File: src/rtl/id_stage_pipe.sv
// Registered instruction-decode stage: instruction FIFO, head decode with operand
// forwarding and load-use hazard detection, valid/ready issue register to EX.
module id_stage_pipe #(
  parameter int unsigned ADDR_WIDTH     = 30,
  parameter int unsigned DATA_WIDTH     = 32,
  parameter int unsigned REG_ADDR_WIDTH = 5,
  parameter int unsigned IBUF_DEPTH     = 2,
  parameter int unsigned FWD_STAGES     = 2,
  parameter int unsigned CNT_WIDTH      = 16,
  parameter int unsigned ALU_OP_BUS     = 4,
  parameter int unsigned MEM_OP_BUS     = 2,
  parameter int unsigned CTRL_OP_BUS    = 2,
  parameter int unsigned ISA_EXP_BUS    = 3
) (
  input  logic                                 clk,
  input  logic                                 rst_n,
  input  logic                                 if_valid_i,
  output logic                                 if_ready_o,
  input  logic [ADDR_WIDTH-1:0]                if_pc_i,
  input  logic [DATA_WIDTH-1:0]                if_insn_i,
  output logic [REG_ADDR_WIDTH-1:0]            gpr_rd_addr_0_o,
  output logic [REG_ADDR_WIDTH-1:0]            gpr_rd_addr_1_o,
  input  logic [DATA_WIDTH-1:0]                gpr_rd_data_0_i,
  input  logic [DATA_WIDTH-1:0]                gpr_rd_data_1_i,
  input  logic [FWD_STAGES-1:0]                fwd_en_i,
  input  logic [FWD_STAGES*REG_ADDR_WIDTH-1:0] fwd_addr_i,
  input  logic [FWD_STAGES*DATA_WIDTH-1:0]     fwd_data_i,
  input  logic                                 exe_mode_i,
  output logic [REG_ADDR_WIDTH-1:0]            creg_rd_addr_o,
  input  logic [DATA_WIDTH-1:0]                creg_rd_data_i,
  input  logic                                 flush_i,
  input  logic                                 ex_ready_i,
  output logic                                 id_valid_o,
  output logic [ADDR_WIDTH-1:0]                id_pc_o,
  output logic [ALU_OP_BUS-1:0]                alu_op_o,
  output logic [DATA_WIDTH-1:0]                alu_in_0_o,
  output logic [DATA_WIDTH-1:0]                alu_in_1_o,
  output logic [MEM_OP_BUS-1:0]                mem_op_o,
  output logic [DATA_WIDTH-1:0]                mem_wr_data_o,
  output logic [CTRL_OP_BUS-1:0]               ctrl_op_o,
  output logic [REG_ADDR_WIDTH-1:0]            dst_addr_o,
  output logic                                 gpr_wre_o,
  output logic [ISA_EXP_BUS-1:0]               exp_code_o,
  output logic [ADDR_WIDTH-1:0]                br_addr_o,
  output logic                                 br_taken_o,
  output logic                                 br_flag_o,
  output logic [CNT_WIDTH-1:0]                 ld_stall_cnt_o
);

  localparam int unsigned PTR_W = (IBUF_DEPTH > 1) ? $clog2(IBUF_DEPTH) : 1;

  typedef enum logic [5:0] {
    OP_ANDR  = 6'h00, OP_ANDI  = 6'h01, OP_ORR   = 6'h02, OP_ORI   = 6'h03,
    OP_XORR  = 6'h04, OP_XORI  = 6'h05, OP_ADDSR = 6'h06, OP_ADDSI = 6'h07,
    OP_ADDUR = 6'h08, OP_ADDUI = 6'h09, OP_SUBSR = 6'h0a, OP_SUBUR = 6'h0b,
    OP_SHRLR = 6'h0c, OP_SHRLI = 6'h0d, OP_SHLLR = 6'h0e, OP_SHLLI = 6'h0f,
    OP_BE    = 6'h10, OP_BNE   = 6'h11, OP_BSGT  = 6'h12, OP_BUGT  = 6'h13,
    OP_JMP   = 6'h14, OP_CALL  = 6'h15, OP_LDW   = 6'h16, OP_STW   = 6'h17,
    OP_TRAP  = 6'h18, OP_RDCR  = 6'h19, OP_WRCR  = 6'h1a, OP_EXRT  = 6'h1b
  } isa_op_e;

  localparam logic [ALU_OP_BUS-1:0]  ALU_NOP  = ALU_OP_BUS'(0), ALU_AND  = ALU_OP_BUS'(1),
                                     ALU_OR   = ALU_OP_BUS'(2), ALU_XOR  = ALU_OP_BUS'(3),
                                     ALU_ADDS = ALU_OP_BUS'(4), ALU_ADDU = ALU_OP_BUS'(5),
                                     ALU_SUBS = ALU_OP_BUS'(6), ALU_SUBU = ALU_OP_BUS'(7),
                                     ALU_SHRL = ALU_OP_BUS'(8), ALU_SHLL = ALU_OP_BUS'(9);
  localparam logic [MEM_OP_BUS-1:0]  MEM_NOP = MEM_OP_BUS'(0), MEM_LDW = MEM_OP_BUS'(1),
                                     MEM_STW = MEM_OP_BUS'(2);
  localparam logic [CTRL_OP_BUS-1:0] CTRL_NOP  = CTRL_OP_BUS'(0), CTRL_RDCR = CTRL_OP_BUS'(1),
                                     CTRL_WRCR = CTRL_OP_BUS'(2), CTRL_EXRT = CTRL_OP_BUS'(3);
  localparam logic [ISA_EXP_BUS-1:0] EXP_NO_EXP  = ISA_EXP_BUS'(0), EXP_UNDEF = ISA_EXP_BUS'(2),
                                     EXP_TRAP    = ISA_EXP_BUS'(5), EXP_PRV_VIO = ISA_EXP_BUS'(6);
  localparam logic                   CPU_KERNEL_MODE = 1'b0;

  logic [ADDR_WIDTH-1:0] fifo_pc   [IBUF_DEPTH];
  logic [DATA_WIDTH-1:0] fifo_insn [IBUF_DEPTH];
  logic [PTR_W-1:0]      rd_ptr, wr_ptr;
  logic [PTR_W:0]        count;
  logic                  full, head_valid, hazard, issue, br_clear, push;

  logic [ADDR_WIDTH-1:0]     head_pc;
  logic [DATA_WIDTH-1:0]     head_insn, ra_data, rb_data, imm_s, imm_u;
  logic [5:0]                opcode;
  logic [REG_ADDR_WIDTH-1:0] ra, rb, rc;
  logic [ALU_OP_BUS-1:0]     d_alu_op;
  logic [DATA_WIDTH-1:0]     d_alu_in_0, d_alu_in_1, d_mem_wr_data;
  logic [MEM_OP_BUS-1:0]     d_mem_op;
  logic [CTRL_OP_BUS-1:0]    d_ctrl_op;
  logic [REG_ADDR_WIDTH-1:0] d_dst;
  logic                      d_wre, d_br_taken, d_br_flag;
  logic [ISA_EXP_BUS-1:0]    d_exp;
  logic [ADDR_WIDTH-1:0]     d_br_addr;

  assign full       = (count == (PTR_W+1)'(IBUF_DEPTH));
  assign head_valid = (count != '0);
  assign if_ready_o = !full;
  assign head_pc    = fifo_pc[rd_ptr];
  assign head_insn  = fifo_insn[rd_ptr];

  assign opcode = head_insn[31:26];
  assign ra     = head_insn[25:21];
  assign rb     = head_insn[20:16];
  assign rc     = head_insn[15:11];
  assign imm_s  = {{(DATA_WIDTH-16){head_insn[15]}}, head_insn[15:0]};
  assign imm_u  = {{(DATA_WIDTH-16){1'b0}}, head_insn[15:0]};

  assign gpr_rd_addr_0_o = ra;
  assign gpr_rd_addr_1_o = rb;
  assign creg_rd_addr_o  = ra;

  // Lowest-index matching stage wins, so the first hit stops further selection.
  always_comb begin
    logic hit_a, hit_b;
    ra_data = gpr_rd_data_0_i;
    rb_data = gpr_rd_data_1_i;
    hit_a   = 1'b0;
    hit_b   = 1'b0;
    for (int unsigned k = 0; k < FWD_STAGES; k++) begin
      if (!hit_a && fwd_en_i[k] && fwd_addr_i[k*REG_ADDR_WIDTH +: REG_ADDR_WIDTH] == ra) begin
        ra_data = fwd_data_i[k*DATA_WIDTH +: DATA_WIDTH];
        hit_a   = 1'b1;
      end
      if (!hit_b && fwd_en_i[k] && fwd_addr_i[k*REG_ADDR_WIDTH +: REG_ADDR_WIDTH] == rb) begin
        rb_data = fwd_data_i[k*DATA_WIDTH +: DATA_WIDTH];
        hit_b   = 1'b1;
      end
    end
  end

  always_comb begin
    d_alu_op      = ALU_NOP;
    d_alu_in_0    = ra_data;
    d_alu_in_1    = rb_data;
    d_mem_op      = MEM_NOP;
    d_mem_wr_data = rb_data;
    d_ctrl_op     = CTRL_NOP;
    d_dst         = rc;
    d_wre         = 1'b0;
    d_exp         = EXP_NO_EXP;
    d_br_addr     = '0;
    d_br_taken    = 1'b0;
    d_br_flag     = 1'b0;
    case (opcode)
      OP_ANDR:  begin d_alu_op = ALU_AND;  d_wre = 1'b1; end
      OP_ANDI:  begin d_alu_op = ALU_AND;  d_alu_in_1 = imm_u; d_dst = rb; d_wre = 1'b1; end
      OP_ORR:   begin d_alu_op = ALU_OR;   d_wre = 1'b1; end
      OP_ORI:   begin d_alu_op = ALU_OR;   d_alu_in_1 = imm_u; d_dst = rb; d_wre = 1'b1; end
      OP_XORR:  begin d_alu_op = ALU_XOR;  d_wre = 1'b1; end
      OP_XORI:  begin d_alu_op = ALU_XOR;  d_alu_in_1 = imm_u; d_dst = rb; d_wre = 1'b1; end
      OP_ADDSR: begin d_alu_op = ALU_ADDS; d_wre = 1'b1; end
      OP_ADDSI: begin d_alu_op = ALU_ADDS; d_alu_in_1 = imm_s; d_dst = rb; d_wre = 1'b1; end
      OP_ADDUR: begin d_alu_op = ALU_ADDU; d_wre = 1'b1; end
      OP_ADDUI: begin d_alu_op = ALU_ADDU; d_alu_in_1 = imm_s; d_dst = rb; d_wre = 1'b1; end
      OP_SUBSR: begin d_alu_op = ALU_SUBS; d_wre = 1'b1; end
      OP_SUBUR: begin d_alu_op = ALU_SUBU; d_wre = 1'b1; end
      OP_SHRLR: begin d_alu_op = ALU_SHRL; d_wre = 1'b1; end
      OP_SHRLI: begin d_alu_op = ALU_SHRL; d_alu_in_1 = imm_u; d_dst = rb; d_wre = 1'b1; end
      OP_SHLLR: begin d_alu_op = ALU_SHLL; d_wre = 1'b1; end
      OP_SHLLI: begin d_alu_op = ALU_SHLL; d_alu_in_1 = imm_u; d_dst = rb; d_wre = 1'b1; end
      OP_BE:    begin d_br_addr = head_pc + imm_s[ADDR_WIDTH-1:0]; d_br_flag = 1'b1;
                      d_br_taken = (ra_data == rb_data); end
      OP_BNE:   begin d_br_addr = head_pc + imm_s[ADDR_WIDTH-1:0]; d_br_flag = 1'b1;
                      d_br_taken = (ra_data != rb_data); end
      OP_BSGT:  begin d_br_addr = head_pc + imm_s[ADDR_WIDTH-1:0]; d_br_flag = 1'b1;
                      d_br_taken = ($signed(ra_data) < $signed(rb_data)); end
      OP_BUGT:  begin d_br_addr = head_pc + imm_s[ADDR_WIDTH-1:0]; d_br_flag = 1'b1;
                      d_br_taken = (ra_data < rb_data); end
      OP_JMP:   begin d_br_addr = ra_data[ADDR_WIDTH+1:2]; d_br_taken = 1'b1; d_br_flag = 1'b1; end
      OP_CALL:  begin
        d_br_addr  = ra_data[ADDR_WIDTH+1:2];
        d_br_taken = 1'b1;
        d_br_flag  = 1'b1;
        d_alu_in_0 = DATA_WIDTH'({head_pc + ADDR_WIDTH'(1), 2'b00});
        d_dst      = REG_ADDR_WIDTH'(31);
        d_wre      = 1'b1;
      end
      OP_LDW:   begin d_alu_op = ALU_ADDU; d_alu_in_1 = imm_s; d_mem_op = MEM_LDW;
                      d_dst = rb; d_wre = 1'b1; end
      OP_STW:   begin d_alu_op = ALU_ADDU; d_alu_in_1 = imm_s; d_mem_op = MEM_STW; end
      OP_TRAP:  d_exp = EXP_TRAP;
      OP_RDCR:  if (exe_mode_i == CPU_KERNEL_MODE) begin
                  d_alu_in_0 = creg_rd_data_i; d_ctrl_op = CTRL_RDCR; d_dst = rb; d_wre = 1'b1;
                end else d_exp = EXP_PRV_VIO;
      OP_WRCR:  if (exe_mode_i == CPU_KERNEL_MODE) d_ctrl_op = CTRL_WRCR;
                else d_exp = EXP_PRV_VIO;
      OP_EXRT:  if (exe_mode_i == CPU_KERNEL_MODE) d_ctrl_op = CTRL_EXRT;
                else d_exp = EXP_PRV_VIO;
      default:  d_exp = EXP_UNDEF;
    endcase
  end

  assign hazard   = id_valid_o && (mem_op_o == MEM_LDW) && (dst_addr_o == ra || dst_addr_o == rb);
  assign issue    = head_valid && !hazard && !flush_i && (!id_valid_o || ex_ready_i);
  assign br_clear = issue && d_br_taken;
  assign push     = if_valid_i && !full && !flush_i && !br_clear;

  always_ff @(posedge clk) begin
    if (push) begin
      fifo_pc[wr_ptr]   <= if_pc_i;
      fifo_insn[wr_ptr] <= if_insn_i;
    end
  end

  always_ff @(posedge clk or negedge rst_n) begin
    if (!rst_n) begin
      rd_ptr <= '0;
      wr_ptr <= '0;
      count  <= '0;
    end else if (flush_i || br_clear) begin
      rd_ptr <= '0;
      wr_ptr <= '0;
      count  <= '0;
    end else begin
      if (push)  wr_ptr <= wr_ptr + PTR_W'(1);
      if (issue) rd_ptr <= rd_ptr + PTR_W'(1);
      case ({push, issue})
        2'b10:   count <= count + (PTR_W+1)'(1);
        2'b01:   count <= count - (PTR_W+1)'(1);
        default: count <= count;
      endcase
    end
  end

  always_ff @(posedge clk or negedge rst_n) begin
    if (!rst_n) begin
      id_valid_o     <= 1'b0;
      id_pc_o        <= '0;
      alu_op_o       <= ALU_NOP;
      alu_in_0_o     <= '0;
      alu_in_1_o     <= '0;
      mem_op_o       <= MEM_NOP;
      mem_wr_data_o  <= '0;
      ctrl_op_o      <= CTRL_NOP;
      dst_addr_o     <= '0;
      gpr_wre_o      <= 1'b0;
      exp_code_o     <= EXP_NO_EXP;
      br_addr_o      <= '0;
      br_taken_o     <= 1'b0;
      br_flag_o      <= 1'b0;
      ld_stall_cnt_o <= '0;
    end else begin
      if (flush_i) begin
        id_valid_o <= 1'b0;
      end else if (issue) begin
        id_valid_o    <= 1'b1;
        id_pc_o       <= head_pc;
        alu_op_o      <= d_alu_op;
        alu_in_0_o    <= d_alu_in_0;
        alu_in_1_o    <= d_alu_in_1;
        mem_op_o      <= d_mem_op;
        mem_wr_data_o <= d_mem_wr_data;
        ctrl_op_o     <= d_ctrl_op;
        dst_addr_o    <= d_dst;
        gpr_wre_o     <= d_wre;
        exp_code_o    <= d_exp;
        br_addr_o     <= d_br_addr;
        br_taken_o    <= d_br_taken;
        br_flag_o     <= d_br_flag;
      end else if (ex_ready_i) begin
        id_valid_o <= 1'b0;
      end
      if (head_valid && hazard && !flush_i && ld_stall_cnt_o != '1)
        ld_stall_cnt_o <= ld_stall_cnt_o + CNT_WIDTH'(1);
    end
  end

endmodule

File: config.mk
export PLATFORM = sky130hd
export DESIGN_NAME = id_stage_pipe
export DESIGN_NICKNAME = d
export VERILOG_FILES = /design/src/rtl/id_stage_pipe.sv
export SDC_FILE = /design/constraint.sdc
export NUM_CORES = 1
export LEC_CHECK = 0
export ABC_AREA = 1
export CAP_MARGIN = 20
export CORE_MARGIN = 2
export CORE_UTILIZATION = 35
export DETAILED_ROUTE_END_ITERATION = 7
export SETUP_SLACK_MARGIN = 0.02
export SYNTH_ARGS = -nofsm -noshare
export SYNTH_HDL_FRONTEND = slang
export SYNTH_SLANG_ARGS = --single-unit
File: constraint.sdc
create_clock -name clk -period 5.7 [get_ports clk]
set_clock_uncertainty 0.2 [all_clocks]
set_input_delay 1.14 -clock clk [delete_from_list [all_inputs] [get_ports clk]]
set_output_delay 1.14 -clock clk [all_outputs]
set_load 0.02 [all_outputs]
**After elaboration in Yosys (flattened, before gate mapping)**

Memories as Yosys holds them, arrays and structs flattened.
Index checks and enable logic that the tools add are counted.

- Bits in latches: 0
- Logic and storage cells: 156
- RAM bits: 124
- Output and inout bits: 208
- Bits in read-only memories: 0
- Memories kept: 2
- Bits in registers: 196

- Multiplexer cells: 35
- Bitwise logic cells: 1
- Shift-type cells: 0
- Multipliers: 0
- Equality and inequality tests: 40
- Add/subtract/negate cells: 7
- Div/mod/pow operators: 0
- Reductions and logical operators: 51
- Order comparisons: 2

Memory list:

| memory | words | width | read ports | clocked after Yosys merged registers in | wr ports | line | text |
|---|---|---|---|---|---|---|---|
| fifo_insn | 2 | 32 | 1 | 0 | 1 | 76 | `logic [DATA_WIDTH-1:0] fifo_insn [IBUF_DEPTH];` |
| fifo_pc | 2 | 30 | 1 | 0 | 1 | 75 | `logic [ADDR_WIDTH-1:0] fifo_pc [IBUF_DEPTH];` |

Operators by type and width:

| kind | number |
|---|---|
| two-way mux 32 bit | 5 |
| one-hot mux 32 bit (2 select lines) | 2 |
| == test 6 x 5 -> 1 bit, second input constant | 12 |
| less-than comparator 32 bit | 2 |
| one-hot mux 30 bit (2 select lines) | 1 |
| == test 6 x 4 -> 1 bit, second input constant | 8 |
| one-hot mux 4 bit (9 select lines) | 1 |
| == test 32 bit | 1 |
| != test 32 bit | 1 |
| adder 30 x 1 -> 30 bit, second input constant | 1 |
| adder 30 bit | 1 |
| == test 5 bit | 6 |
| == test 6 x 3 -> 1 bit, second input constant | 4 |
| OR reduction 24 bit | 1 |
| logical AND 1 bit | 18 |
| OR reduction 18 bit | 1 |
| adder 16 x 1 -> 16 bit, second input constant | 1 |
| != test 16 bit, second input constant | 1 |
| one-hot mux 5 bit (3 select lines) | 1 |
| two-way mux 1 bit | 14 |
| OR reduction 2 bit | 7 |
| == test 6 x 2 -> 1 bit, second input constant | 2 |
| OR reduction 4 bit | 3 |
| one-hot mux 3 bit (3 select lines) | 1 |
| 24 further kinds | 41 |

**Longest topological paths before layout**

An unclocked memory read counts as a cell.

- Depth in word-level cells: 16
- Gate-level depth with buffers: 35

**Worst setup path after synthesis**

Ideal clock, no wire load.

- Path kind: input-to-reg
- Start: input fwd_addr_i[1]
- End: memory fifo_insn[1][0], enable pin
- Library setup time: 0.482 ns
- Arrival time: 6.058 ns
- Stages on the path: 25
- Path slack: -1.040 ns
- Required time: 5.018 ns
- Cells stage by stage: inv_1 -> nor2_1 -> nor3_1 -> nand3_1 -> buf_4 -> inv_4 -> buf_4 -> o21ai_0 -> o21ai_1 -> inv_1 -> ha_1 -> nand2_1 -> nor2_1 -> nand4_1 -> nor2_1 -> nand2_1 -> nand3_1 -> nand2_1 -> nor2_1 -> nand2_1 -> inv_1 -> nand2_2 -> nand2_2 -> nand2_1 -> nor2_1

- Word-level cells in the longest chain between the ends: 14

RTL lines:

| what | line | text |
|---|---|---|
| from (decl) | 26 | `input logic [FWD_STAGES*REG_ADDR_WIDTH-1:0] fwd_addr_i,` |
| == test 5 bit, on equally long branches | 119, 123 |  |
| logical AND 1 bit, on equally long branches | 119, 123 |  |
| two-way mux 1 bit, on equally long branches | 119, 123 |  |
| zero test 1 bit, on equally long branches | 119, 123 |  |
| logical AND 1 bit, on equally long branches (2 in a row) | 119, 123 |  |
| two-way mux 32 bit, on equally long branches | 119, 123 |  |
| less-than comparator 32 bit, or another cell as far along | 167 | `d_br_taken = (ra_data < rb_data); end` |
| one-hot mux 1 bit (5 select lines) (*) | 143 | `case (opcode)` |
| logical AND 1 bit (*) | 194 | `assign br_clear = issue && d_br_taken;` |
| zero test 1 bit (*) | 195 | `assign push = if_valid_i && !full && !flush_i && !br_clear;` |
| logical AND 1 bit (*) | 195 |  |
| two-way mux 1 bit (*) | 198 | `if (push) begin` |
| two-way mux 1 bit (implied by the code) (*) | 200 | `fifo_insn[wr_ptr] <= if_insn_i;` |
| to (decl) | 76 |  |

Mark *: on every way between the ends. The rest lies on a longest branch, timed or not.

**Final worst setup path**

- Start: input fwd_addr_i[0]
- End: memory fifo_pc[1][18], enable pin

- Word-level cells in the longest chain between the ends: 14

RTL lines:

| what | line | text |
|---|---|---|
| == test 5 bit, on equally long branches | 119, 123 |  |
| logical AND 1 bit, on equally long branches | 119, 123 |  |
| two-way mux 1 bit, on equally long branches | 119, 123 |  |
| zero test 1 bit, on equally long branches | 119, 123 |  |
| logical AND 1 bit, on equally long branches (2 in a row) | 119, 123 |  |
| two-way mux 32 bit, on equally long branches | 119, 123 |  |
| less-than comparator 32 bit, or another cell as far along | 167 |  |
| one-hot mux 1 bit (5 select lines) (*) | 143 |  |
| logical AND 1 bit (*) | 194 |  |
| zero test 1 bit (*) | 195 |  |
| logical AND 1 bit (*) | 195 |  |
| two-way mux 1 bit (*) | 198 |  |
| two-way mux 1 bit (implied by the code) (*) | 199 | `fifo_pc[wr_ptr] <= if_pc_i;` |
| to (decl) | 75 |  |

Marked as above.

==> results.json <==
{
  "drv_cap": 0,
  "synth_area_per_cell_sq_um": 7.88,
  "core_area_sq_mm": 0.0538,
  "synth_xor_xnor_area_share": 0.0165,
  "met2_usage": 0.473,
  "most-common-layout-cells": "736 x nand2_1, 446 x clkdlybuf4s50_1, 222 x inv_1, 195 x dfrtp_1, 163 x nor2_1",
  "drtIter0Drc": 1611,
  "synth_nets": 2721,
  "grt.overflow.total": 0,
  "grtUsageMet3": 0.0458,
  "synth_fa_ha_area_frac": 0.0424,
  "p_int_uw": 6860,
  "holdCritStartpoint": "alu_in_0_o[1]",
  "max_freq_mhz": 195,
  "initial_core_util": 0.354,
  "cts_tree": "built",
  "synth_compound_area_frac": 0.149,
  "hp-class": "reg -> reg",
  "vias_per_cell": 5.27,
  "p_clk_frac": 0.223,
  "leakage_uw": 0.0116,
  "r2r-end": "fifo_pc[1][18]",
  "ys_warn_count": 0,
  "power.total_uw": 12200,
  "placedCellCount": 3539,
  "finalSetupViolations": 0,
  "timing.final.hold_violations": 0,
  "synth.distinct_cells": 62,
  "crit_arrival_ps": 5200,
  "rows": 85,
  "slew_headroom": 0.291,
  "cts_resized": 0,
  "ir_worst_vdd_mv": 0.274,
  "tns_ps": 0,
  "die_h_um": 237,
  "remaining_drc_errors": 0,
  "port_buffers": 447,
  "drive_gt1_frac": 0.0936,
  "clk_pin_slew_ps": 50,
  "rsz0062_at_grt": "false",
  "grt_pass1_wl_um": 121000,
  "layout_commonest_cell": "nand2_1",
  "whs_path_depth": 2,
  "rr_worst_depth": 25,
  "ff2ff_setup_slack_ps": 690,
  "synth_mux_area_frac": 0,
  "p_comb_frac": 0.486,
  "switching_power_uw": 5300,
  "root_buffer": "clkbuf_16",
  "clkSinkCount": 320,
  "finalMaxSlewViolations": 0,
  "critical_path_required_ps": 5760,
  "end_kind": "register",
  "ys_async_sr_fraction": 0.613,
  "grtUsageMet1": 0.391,
  "finalCriticalPeriod_ps": 5140,
  "timing.final.crit_share": 0.902,
  "gp_congestion": 0.952,
  "power.density_mw_per_mm2": 469,
  "crit_type": "in -> reg",
  "nets": 3189,
  "synth-seq-area-share": 0.453,
  "cts-hold-fix-buffers": 0,
  "hold_path_end": "alu_in_0_o[1]",
  "wl_um": 82700,
  "fillerInstances": 5266,
  "grt_busiest_layer": "met2",
  "status": "finished, final reports clean",
  "synth-simple-area-share": 0.261,
  "fin_cells": 3615,
  "syn2layout_area_growth_pct": 36.1,
  "slowest_stage": "clkdlybuf4s50_1",
  "die_x_um": 237,
  "p_seq_frac": 0.291,
  "crit_path_max_fanout": 37,
  "sw_frac_of_total": 0.436,
  "worst_pin_slew_ps": 1060,
  "gr-usage-all-layers": 0.289,
  "critPathLaunchType": "primary input",
  "cts_max_path_buffers": 3,
  "place_hpwl_um": 65800,
  "crit_top_cell": "nand2_1",
  "die_area_sq_mm": 0.0563,
  "antenna_found_initial": 4,
  "reg2reg_from": "rd_ptr",
  "htreeDepth": 2,
  "synth_seq_cells": 320,
  "final_util": 0.482,
  "pin_count": 448,
  "ys.flop_type": "dfrtp_1",
  "num_vias": 19100,
  "slowest_delay_ps": 620,
  "synth_top_family_by_area": "simple AND/OR/NAND/NOR gates",
  "ant_nets": 0,
  "syn_inst": 2417,
  "syn_area_sq_mm": 0.0191,
  "post-cts-setup-buffers": 0,
  "clock_latency_ps": 590,
  "grt_pass1_vias": 18600,
  "synth_edf_count": 124,
  "dr.pass1.iters": 5,
  "grt_max_degree": 122,
  "cts_buffers": 40,
  "wl_per_cell_um": 22.9
}
[through the flow]
step | hold slack [ps] | setup slack [ps] | cell area, sq um
2_1_floorplan | 269 | 386 | 19100
3_3_place_gp | 264 | 16.2 | 24500
3_5_place_dp | 265 | 13.9 | 24500
4_1_cts | 281 | 622 | 25900
5_1_grt | 302 | 244 | 25900
6_report | 280 | 561 | 25900
[power groups by stage]
stage	Combinational (uW)	Clock, uW	Sequential (uW)
after detailed placement	5870	0	3570
after global routing	6410	2850	3590
after floorplan	2680	0	4060
final	5910	2710	3540
after CTS	5900	2760	3540
after global placement	5860	0	3560
[kinds of logic (layout without fill, tap and decap cells)]
family / count (synthesis) / after routing
simple gates: 1163 / 1163
buf+inv: 340 / 840
fa+ha+maj: 64 / 64
compound gates: 494 / 494
xor+xnor: 36 / 36
flops: 320 / 320
other cells: 0 / 2
[sequential cells by signal, summed over array words and instances (netlist names)]
name            flops
id_pc_o            30
mem_wr_data_o      32
alu_in_0_o         32
count               2
wr_ptr              1
alu_op_o            4
id_valid_o          1
alu_in_1_o         32
rd_ptr              1
exp_code_o          3
br_taken_o          1
dst_addr_o          5
br_flag_o           1
fifo_insn          64
ctrl_op_o           2
ld_stall_cnt_o     16
mem_op_o            2
br_addr_o          30
fifo_pc            60
gpr_wre_o           1
[critical path: cells and delay by family]
kind | cells | cell delay [ps]
simple gates | 15 | 1790
buf+inv | 6 | 1460
compound gates | 3 | 450
fa+ha+maj | 1 | 330
[how the worst max path moves through the flow]
stage,startpoint,cells past startpoint,slack (ps),end
2_1_floorplan,fwd_addr_i[1],25,390,fifo_insn[0][0]
3_3_place_gp,fwd_addr_i[0],25,20,fifo_pc[1][20]
3_5_place_dp,fwd_addr_i[0],25,10,fifo_insn[1][20]
4_1_cts,fwd_addr_i[0],25,620,fifo_pc[1][3]
5_1_grt,fwd_addr_i[0],25,240,fifo_pc[1][3]
6_report,fwd_addr_i[0],25,560,fifo_pc[1][18]
[layout make-up]
type | instances | area, sq um | area share
Timing Repair Buffer | 522 | 5140 | 0.198
Tap cell | 696 | 871 | 0.0336
Clock buffer | 46 | 1040 | 0.0402
Antenna cell | 2 | 5.00 | 0.000193
Sequential cell | 320 | 8630 | 0.333
Multi-Input combinational cell | 1757 | 8970 | 0.346
Inverter | 244 | 923 | 0.0356
Clock inverter | 28 | 358 | 0.0138
[synthesized netlist by cell type, types with 4 or more instances]
| cell type | instances | share of area |
|---|---|---|
| a211oi_1 | 5 | 0.0020 |
| xnor2_1 | 8 | 0.0037 |
| clkbuf_1 | 15 | 0.0030 |
| nand2_2 | 22 | 0.0072 |
| o21ai_1 | 83 | 0.022 |
| o22ai_1 | 10 | 0.0033 |
| buf_6 | 9 | 0.0053 |
| a31oi_1 | 15 | 0.0049 |
| xor2_1 | 28 | 0.013 |
| o21a_1 | 13 | 0.0051 |
| inv_2 | 18 | 0.0035 |
| o21ai_0 | 131 | 0.034 |
| buf_4 | 17 | 0.0067 |
| or2_0 | 4 | 0.0013 |
| buf_2 | 54 | 0.014 |
| o211ai_1 | 37 | 0.015 |
| nor2_2 | 11 | 0.0036 |
| a21oi_1 | 145 | 0.038 |
| nand4_1 | 27 | 0.0089 |
| o21bai_1 | 7 | 0.0028 |
| or2_2 | 32 | 0.011 |
| nor4_1 | 5 | 0.0016 |
| nor3_1 | 20 | 0.0053 |
| a21o_1 | 4 | 0.0016 |
| o21ai_2 | 14 | 0.0064 |
| a21oi_2 | 7 | 0.0032 |
| nor3b_1 | 7 | 0.0028 |
| edfxtp_1 | 124 | 0.20 |
| inv_1 | 223 | 0.044 |
| nor2_4 | 6 | 0.0035 |
| dfrtp_1 | 196 | 0.26 |
| nor2_1 | 164 | 0.032 |
| nand3_1 | 112 | 0.029 |
| ha_1 | 63 | 0.041 |
| a32oi_1 | 5 | 0.0023 |
| nand2_1 | 736 | 0.14 |
[layer usage]
metal,vias to the layer above,routed length (um)
met4,2,2530
met1,9180,36400
met2,772,38500
met3,124,5210
met5,-,12
li1,8981,-
No activity file was read; power rests on OpenSTA's default activity.
